`config.mk`:
```
export PLATFORM = sky130hd
export DESIGN_NAME = id_stage
export DESIGN_NICKNAME = d
export VERILOG_FILES = /design/src/rtl/id_stage.sv
export SDC_FILE = /design/constraint.sdc
export NUM_CORES = 2
export LEC_CHECK = 0
export ABC_AREA = 1
export BUFFER_PORTS_ARGS = -buffer_cell sky130_fd_sc_hd__buf_4
export CELL_PAD_IN_SITES_DETAIL_PLACEMENT = 0
export CELL_PAD_IN_SITES_GLOBAL_PLACEMENT = 2
export CORE_ASPECT_RATIO = 1.75
export CORE_UTILIZATION = 37
export DETAILED_ROUTE_END_ITERATION = 16
export GPL_TIMING_DRIVEN = 1
export MAX_ROUTING_LAYER = met4
export PLACE_DENSITY = 0.91
export SYNTH_ARGS = -nofsm -noshare
export SYNTH_HDL_FRONTEND = slang
export SYNTH_SLANG_ARGS = --single-unit
```
`constraint.sdc`:
```
create_clock -name clk -period 2.7 [get_ports clk]
set_input_delay 0.27 -clock clk [delete_from_list [all_inputs] [get_ports clk]]
set_output_delay 0.27 -clock clk [all_outputs]
set_load 0.01 [all_outputs]
```
`src/rtl/id_stage.sv`:
```
// id_stage
// RV32I decode stage feeding the integer ALU. Decodes OP and OP-IMM
// instructions, owns the 32x32 register file (x0 hard-wired to zero) and
// holds one decoded beat in a single output slot.
//
// Ports
//   clk, rst            clock (rising edge), synchronous active-high reset
//   in_valid/in_ready   fetch handshake, in_inst carries the instruction word
//   flush               drops the held beat and any same-cycle incoming beat
//   wb_en/wb_rd/wb_data register file write port
//   out_valid/out_ready execute handshake
//   out_op, out_op_imm, out_illegal  opcode class
//   out_funct3, out_funct7, out_rd   decoded fields
//   out_a, out_b        rs1 operand, rs2 operand or immediate
//
// Parameter
//   BYPASS  1: a same-cycle writeback to a source register is forwarded
//           into the captured operand; 0: register file value is used.
module id_stage #(
    parameter bit BYPASS = 1'b1
) (
    input  logic        clk,
    input  logic        rst,
    input  logic        in_valid,
    output logic        in_ready,
    input  logic [31:0] in_inst,
    input  logic        flush,
    input  logic        wb_en,
    input  logic [4:0]  wb_rd,
    input  logic [31:0] wb_data,
    output logic        out_valid,
    input  logic        out_ready,
    output logic        out_op,
    output logic        out_op_imm,
    output logic [2:0]  out_funct3,
    output logic [6:0]  out_funct7,
    output logic [31:0] out_a,
    output logic [31:0] out_b,
    output logic [4:0]  out_rd,
    output logic        out_illegal
);

    localparam logic [6:0] OPC_OP     = 7'b0110011;
    localparam logic [6:0] OPC_OP_IMM = 7'b0010011;

    logic [31:0] rf_q [32];
    logic [31:0] rf_d [32];

    logic        valid_q,   valid_d;
    logic        op_q,      op_d;
    logic        op_imm_q,  op_imm_d;
    logic        illegal_q, illegal_d;
    logic [2:0]  funct3_q,  funct3_d;
    logic [6:0]  funct7_q,  funct7_d;
    logic [31:0] a_q,       a_d;
    logic [31:0] b_q,       b_d;
    logic [4:0]  rd_q,      rd_d;
    logic [4:0]  rs1_q,     rs1_d;
    logic [4:0]  rs2_q,     rs2_d;

    logic [4:0]  rs1_idx, rs2_idx;
    logic [2:0]  dec_funct3;
    logic        is_op, is_op_imm, is_shift;
    logic [31:0] rs1_val, rs2_val;
    logic        capture, stall, wb_live;

    assign rs1_idx    = in_inst[19:15];
    assign rs2_idx    = in_inst[24:20];
    assign dec_funct3 = in_inst[14:12];
    assign is_op      = (in_inst[6:0] == OPC_OP);
    assign is_op_imm  = (in_inst[6:0] == OPC_OP_IMM);
    assign is_shift   = is_op_imm && (dec_funct3 == 3'b001 || dec_funct3 == 3'b101);

    assign in_ready = !rst && (!valid_q || out_ready);
    assign capture  = in_valid && in_ready && !flush;
    assign stall    = valid_q && !out_ready;
    assign wb_live  = wb_en && (wb_rd != 5'd0);

    // Read ports; x0 check last so a (ignored) write to x0 can never leak in.
    always_comb begin
        rs1_val = rf_q[rs1_idx];
        rs2_val = rf_q[rs2_idx];
        if (BYPASS && wb_en && wb_rd == rs1_idx) rs1_val = wb_data;
        if (BYPASS && wb_en && wb_rd == rs2_idx) rs2_val = wb_data;
        if (rs1_idx == 5'd0) rs1_val = '0;
        if (rs2_idx == 5'd0) rs2_val = '0;
    end

    always_comb begin
        rf_d = rf_q;
        if (wb_live) rf_d[wb_rd] = wb_data;

        valid_d   = valid_q;
        op_d      = op_q;
        op_imm_d  = op_imm_q;
        illegal_d = illegal_q;
        funct3_d  = funct3_q;
        funct7_d  = funct7_q;
        a_d       = a_q;
        b_d       = b_q;
        rd_d      = rd_q;
        rs1_d     = rs1_q;
        rs2_d     = rs2_q;

        // A stalled beat picks up writebacks to its sources so execute sees
        // the newest value; immediates (and illegal beats) are left alone.
        if (stall && wb_live) begin
            if ((op_q || op_imm_q) && wb_rd == rs1_q) a_d = wb_data;
            if (op_q && wb_rd == rs2_q)               b_d = wb_data;
        end

        if (flush) begin
            valid_d = 1'b0;
        end else if (capture) begin
            valid_d   = 1'b1;
            op_d      = is_op;
            op_imm_d  = is_op_imm;
            illegal_d = !(is_op || is_op_imm);
            funct3_d  = dec_funct3;
            rd_d      = in_inst[11:7];
            rs1_d     = rs1_idx;
            rs2_d     = rs2_idx;
            a_d       = (is_op || is_op_imm) ? rs1_val : 32'd0;
            funct7_d  = (is_op || is_shift) ? in_inst[31:25] : 7'd0;
            if (is_op)
                b_d = rs2_val;
            else if (is_shift)
                b_d = {27'd0, in_inst[24:20]};
            else if (is_op_imm)
                b_d = {{20{in_inst[31]}}, in_inst[31:20]};
            else
                b_d = 32'd0;
        end else if (valid_q && out_ready) begin
            valid_d = 1'b0;
        end
    end

    always_ff @(posedge clk) begin
        if (rst) begin
            rf_q      <= '{default: '0};
            valid_q   <= 1'b0;
            op_q      <= 1'b0;
            op_imm_q  <= 1'b0;
            illegal_q <= 1'b0;
            funct3_q  <= '0;
            funct7_q  <= '0;
            a_q       <= '0;
            b_q       <= '0;
            rd_q      <= '0;
            rs1_q     <= '0;
            rs2_q     <= '0;
        end else begin
            rf_q      <= rf_d;
            valid_q   <= valid_d;
            op_q      <= op_d;
            op_imm_q  <= op_imm_d;
            illegal_q <= illegal_d;
            funct3_q  <= funct3_d;
            funct7_q  <= funct7_d;
            a_q       <= a_d;
            b_q       <= b_d;
            rd_q      <= rd_d;
            rs1_q     <= rs1_d;
            rs2_q     <= rs2_d;
        end
    end

    assign out_valid   = valid_q;
    assign out_op      = op_q;
    assign out_op_imm  = op_imm_q;
    assign out_illegal = illegal_q;
    assign out_funct3  = funct3_q;
    assign out_funct7  = funct7_q;
    assign out_a       = a_q;
    assign out_b       = b_q;
    assign out_rd      = rd_q;

endmodule

```
# ---- Word-level counts from Yosys, hierarchy flattened
# Index checks and enable logic that the tools add are counted.
dict set report classes {
  reduce_logical 29
  n_eq_ne 8
  mux 28
  bitwise_logic 4
  n_lt_le_gt_ge 4
}
# cell count
set op_table {}
lappend op_table {{1024-bit bitwise mux} 1}
lappend op_table {{32-bit two-way mux} 21}
lappend op_table {{32-bit binary-select mux with 5-bit select} 2}
lappend op_table {{32-bit demux with 5-bit select} 1}
lappend op_table {{5-bit equality test} 4}
lappend op_table {{6-bit greater-or-equal comparator, second input constant} 3}
lappend op_table {{5-bit NOT with 6-bit output} 3}
lappend op_table {{1-bit logical AND} 13}
lappend op_table {{5-bit logical NOT} 2}
lappend op_table {{7-bit by 5-bit equality test with 1-bit output, second input constant} 1}
lappend op_table {{7-bit by 6-bit equality test with 1-bit output, second input constant} 1}
lappend op_table {{7-bit two-way mux} 1}
lappend op_table {{6-bit by 1-bit < comparator with 1-bit output, second input constant} 1}
lappend op_table {{1-bit logical NOT} 5}
lappend op_table {{1-bit logical OR} 5}
lappend op_table {{5-bit nonzero test} 1}
lappend op_table {{3-bit by 1-bit equality test with 1-bit output, second input constant} 1}
lappend op_table {{3-bit equality test, second input constant} 1}
lappend op_table {{1-bit two-way mux} 2}
lappend op_table {{2-bit AND reduction} 1}
lappend op_table {{2-bit nonzero test} 1}
lappend op_table {{2-bit OR reduction} 1}
lappend op_table {{1-bit NOT} 1}
dict set report totals {
  inputBits 75
  reg_bits 1117
  elab_cells 116
}

# ---- Longest topological paths before layout
dict set report depth {
  ltp_word 9
  depth_mapped 14
  depth_no_buf 11
}

# ---- Worst setup path before layout
# OpenSTA, ideal clock, no wires.
dict set report synth_timing {
  path_type {reg2reg}
  start {register valid_q, in the netlist out_valid}
  end {register a_q[0], in the netlist out_a[0]}
  setup_time_ps 128
  synth_period_minus_slack_ps 1543
  stages_incl_launch_ff 9
  n_path_buf 2
  setup_slack_ps 1157
  required_time_ps 2572
  arrival_time_ps 1414
  path_cell_list {dfxtp_1 inv_1 or2_1 nand3_1 buf_2 buf_1 nand3_1 nand2_1 a21oi_1}
}
dict set report synth_via {
  elab_chain_cells 7
}
# element line
set synth_rtl {}
lappend synth_rtl {{start, declared} 49} ;# logic valid_q, valid_d;
lappend synth_rtl {{start signal, assigned} 154} ;# valid_q <= valid_d;
lappend synth_rtl {{1-bit logical NOT} 74} ;# assign in_ready = !rst && (!valid_q || out_ready);
lappend synth_rtl {{1-bit logical OR} 74}
lappend synth_rtl {{1-bit logical AND} 74}
lappend synth_rtl {{1-bit logical AND (2 in series)} 75} ;# assign capture = in_valid && in_ready && !flush;
lappend synth_rtl {{32-bit two-way mux} 114} ;# end else if (capture) begin
lappend synth_rtl {{32-bit two-way mux *} 112} ;# if (flush) begin
lappend synth_rtl {{end signal, assigned} 147} ;# a_q <= '0;
lappend synth_rtl {{end signal, assigned} 160} ;# a_q <= a_d;
lappend synth_rtl {{end, declared} 55} ;# logic [31:0] a_q, a_d;
# Mark *: on every way between the ends. The rest lies on a longest branch, timed or not.
# A chain may end at the register's enable or synchronous reset.

# ---- Worst setup path after layout
dict set report layout_timing {
  start {register valid_q, in the netlist out_valid}
  end {register a_q[31], in the netlist out_a[31]}
}
# Same word-level chain as after synthesis.

==> summary.txt <==
Power
  • Switching pwr: 11.9 mW
  • Peak supply drop: 559 uV
  • Power Dens Cells: 565 nW/um^2
  • Cell Int Power: 27.8 mW
  • Seq pwr share: 42.5%
  • Clock power frac: 42.6%
  • Pleak: 30.6 nW
  • Gate power share: 14.9%
  • Sw Share: 30.0%

Setup path
  • Slowest-stage cell, CP: nand2_1
  • Critical path depth: 11
  • Worst setup SP type: flop
  • R2R Setup Slk: 0.12 ns
  • CP Class: reg -> reg
  • CP Launch Point: out_valid
  • CP Cell Sequence: inv_1, or2_1, nor2_1, nand2_1, inv_2, nand2_1, buf_12, nand2_1, nand3_1, nand2_1, a21oi_1
  • CP top delay family: simple AND/OR/NAND/NOR gates
  • Arr. time, crit path: 3.21 ns
  • CP max FO: 18
  • Crit path top cell by count: nand2_1
  • Reg2reg start: out_valid
  • CP Buf/Inv Count: 3
  • Critical Path RT: 3.34 ns
  • R2r worst-path depth: 11
  • Worst setup EP type: flop
  • Crit path largest cell delay: 0.48 ns

GRT
  • Largest net degree at the start of global routing: 134
  • Antenna violations before repair: 11
  • Vias in the first global route: 63500
  • Gr usage total: 35.6%
  • Grt ovf: 0
  • Global-route wire length before repair: 436000 microns

Placement
  • DP Cell Count: 12200
  • Hpwl dp: 187000 microns
  • RePlAce Congestion: 0.924
  • Port Buffers: 158

Timing
  • Clock Skew: 0.0223 ns
  • Worst Hold Slack: 0.0143 ns
  • Maximum clock frequency: 0.388 GHz
  • Period utilization: 95.5%
  • Endpoints failing hold: 0
  • Max-slew violations: 0
  • Worst Tran Pin Value: 0.973 ns
  • RSZ-0062 raised after global routing: false
  • Post-route setup TNS: 0 ns
  • Final min period: 2.58 ns
  • Max-slew headroom: 35.1%
  • Setup violations, final: 0

Layout
  • Most frequent cells in the layout: 2928 x nand2_1, 1663 x nor2_1, 1250 x nand3_1
  • Layout cell share with drive strength beyond 1: 7.28%
  • Layout net count: 10300
  • Layout filler cell count: 17600
  • Finished Layout Cells: 12500
  • Layout area overhead: 13.6%
  • Commonest non-fill, non-tap cell in the layout: nand2_1

Synth
  • Post-synthesis mux area share: 0%
  • Synth Area in Adders: 0%
  • Post-synthesis simple-gate area fraction: 38.6%
  • Synth cell types: 30
  • Syn Inst Count: 10500
  • Largest family of logic cells by synthesized area: simple AND/OR/NAND/NOR gates
  • Synth Area in Compound Gates: 14.4%
  • Seq cells post-synth: 1117
  • Synth warn: 0
  • Sequential fraction of the synthesis area: 36.1%
  • Syn avg cell area: 5.92 sq um
  • Post-Synth XOR/XNOR Area: 0.0283%
  • Synthesized net count: 10500
  • Mapped Area: 62000 sq um

CTS
  • CTS Buf Count: 113
  • Setup bufs post-CTS: 0
  • CTS max path bufs: 3
  • CTS Sinks: 1117
  • CTS tree: yes
  • Worst skew pair latency: 0.76 ns
  • Reg clk slew, reported paths: 0.06 ns
  • Htree depth: 3
  • Clock root buffer: clkbuf_16

Worst hold path
  • Hold crit path type: in -> reg
  • Hold Startpoint: wb_data[16]
  • Worst Hold Depth: 3

Floorplanning
  • Die Footprint: 169000 sq um
  • I/O pins: 159
  • Die W: 311 microns
  • Die Span Y: 544 microns
  • CORE AREA: 166000 sq um
  • Row count: 198
  • Initial Utilization: 37.3%

Run
  • Maximum Capacitance Violations: 0

Routing
  • Drt pass-1 iters: 8
  • # DRC: 0
  • Routed Antenna Nets: 0
  • Via-per-instance ratio: 5.55
  • Wire per inst: 24.3 microns
  • Vias: 69300
  • 1st-iter DRT viols: 7702
  • Total Wirelength: 304000 microns

Run status
  • Outcome: finished, final reports clean
## flip-flops by register name, summed over array words and instances, names as in the netlist
signal	flops
rf_q	1024
out_b	32
out_rd	5
out_op_imm	1
out_illegal	1
out_valid	1
out_a	32
out_funct3	3
rs1_q	5
out_funct7	7
out_op	1
rs2_q	5
## cell type report
class / count / area [sq um] / area share (%)
clock buffer: 160 / 3290 / 4.67
inverter: 748 / 2850 / 4.05
clock inverter: 54 / 577 / 0.819
sequential: 1117 / 22400 / 31.8
antenna: 13 / 32.5 / 0.0462
timing repair buffer: 510 / 5550 / 7.89
multi-input combinational: 7690 / 33000 / 46.9
tap: 2200 / 2750 / 3.91
## synthesized netlist by cell type (all sizes together)
library cell / instances / area [sq um]
nand2: 2928 / 11000
nor2: 1680 / 6340
nand3: 1254 / 6290
dfxtp: 1117 / 22400
o21ai: 1025 / 5130
inv: 744 / 2800
a21oi: 737 / 3690
clkbuf: 504 / 1890
buf: 410 / 2070
nand4: 36 / 225
nor3: 13 / 81.3
a31oi: 7 / 43.8
clkinv: 4 / 15.0
o22ai: 4 / 25.0
or2: 2 / 12.5
xor2: 2 / 17.5
o211ai: 1 / 7.51
o21a: 1 / 7.51
## layer usage
layer	up-vias	global-route usage (%)	part of all wire, %
met3	992	4.26	7.2
met2	3396	57.9	47
met5	-	-	0
li1	32500	-	-
met1	32400	38.8	36
met4	0	29.9	9.7
## stage by stage
stage / instance area [sq um] / total power, mW / util, % / setup slack (ns)
6_report: 70400 / 39.8 / 42.4 / 0.122
5_1_grt: 70400 / 41.0 / 42.3 / 0.0677
4_1_cts: 70400 / 39.8 / 42.3 / 0.199
3_5_place_dp: 66300 / 23.0 / 39.9 / 0.175
3_3_place_gp: 66300 / 23.0 / 39.9 / 0.172
2_1_floorplan: 62000 / 20.5 / - / 1.16
## path summary, 6_finish.rpt
path	end
hold reg to reg	rf_q[1002]
setup reg to reg	out_a[31]
setup / recovery	out_a[31]
hold / removal	rf_q[976]
## cells by family (layout without fill, tap and decap cells)
logic type | Yosys count | count (layout)
AOI/OAI and AO/OA | 1775 | 1775
other | 0 | 13
buffers and inverters | 1662 | 1472
DFF | 1117 | 1117
and+or+nand+nor | 5913 | 5913
xor gates and xnor gates | 2 | 2
## worst min-delay path, stage by stage
cell	delay, ns
buf_4	0.24
nor2_1	0.15
nor2_1	0.05
## timing repair
action,in CTS,in global routing
gates resized for setup,0,0
hold endpoints to repair,37,0
hold buffers,22,0
## power groups by stage
stage / Sequential [mW] / Clock (mW) / Combinational (mW)
after global routing: 16.9 / 17.8 / 6.27
final: 16.9 / 16.9 / 5.92
after global placement: 17.3 / 0 / 5.73
after floorplan: 17.2 / 0 / 3.27
after CTS: 16.9 / 17.1 / 5.79
after detailed placement: 17.3 / 0 / 5.75
Note: power is estimated with default switching activity, not from simulation.
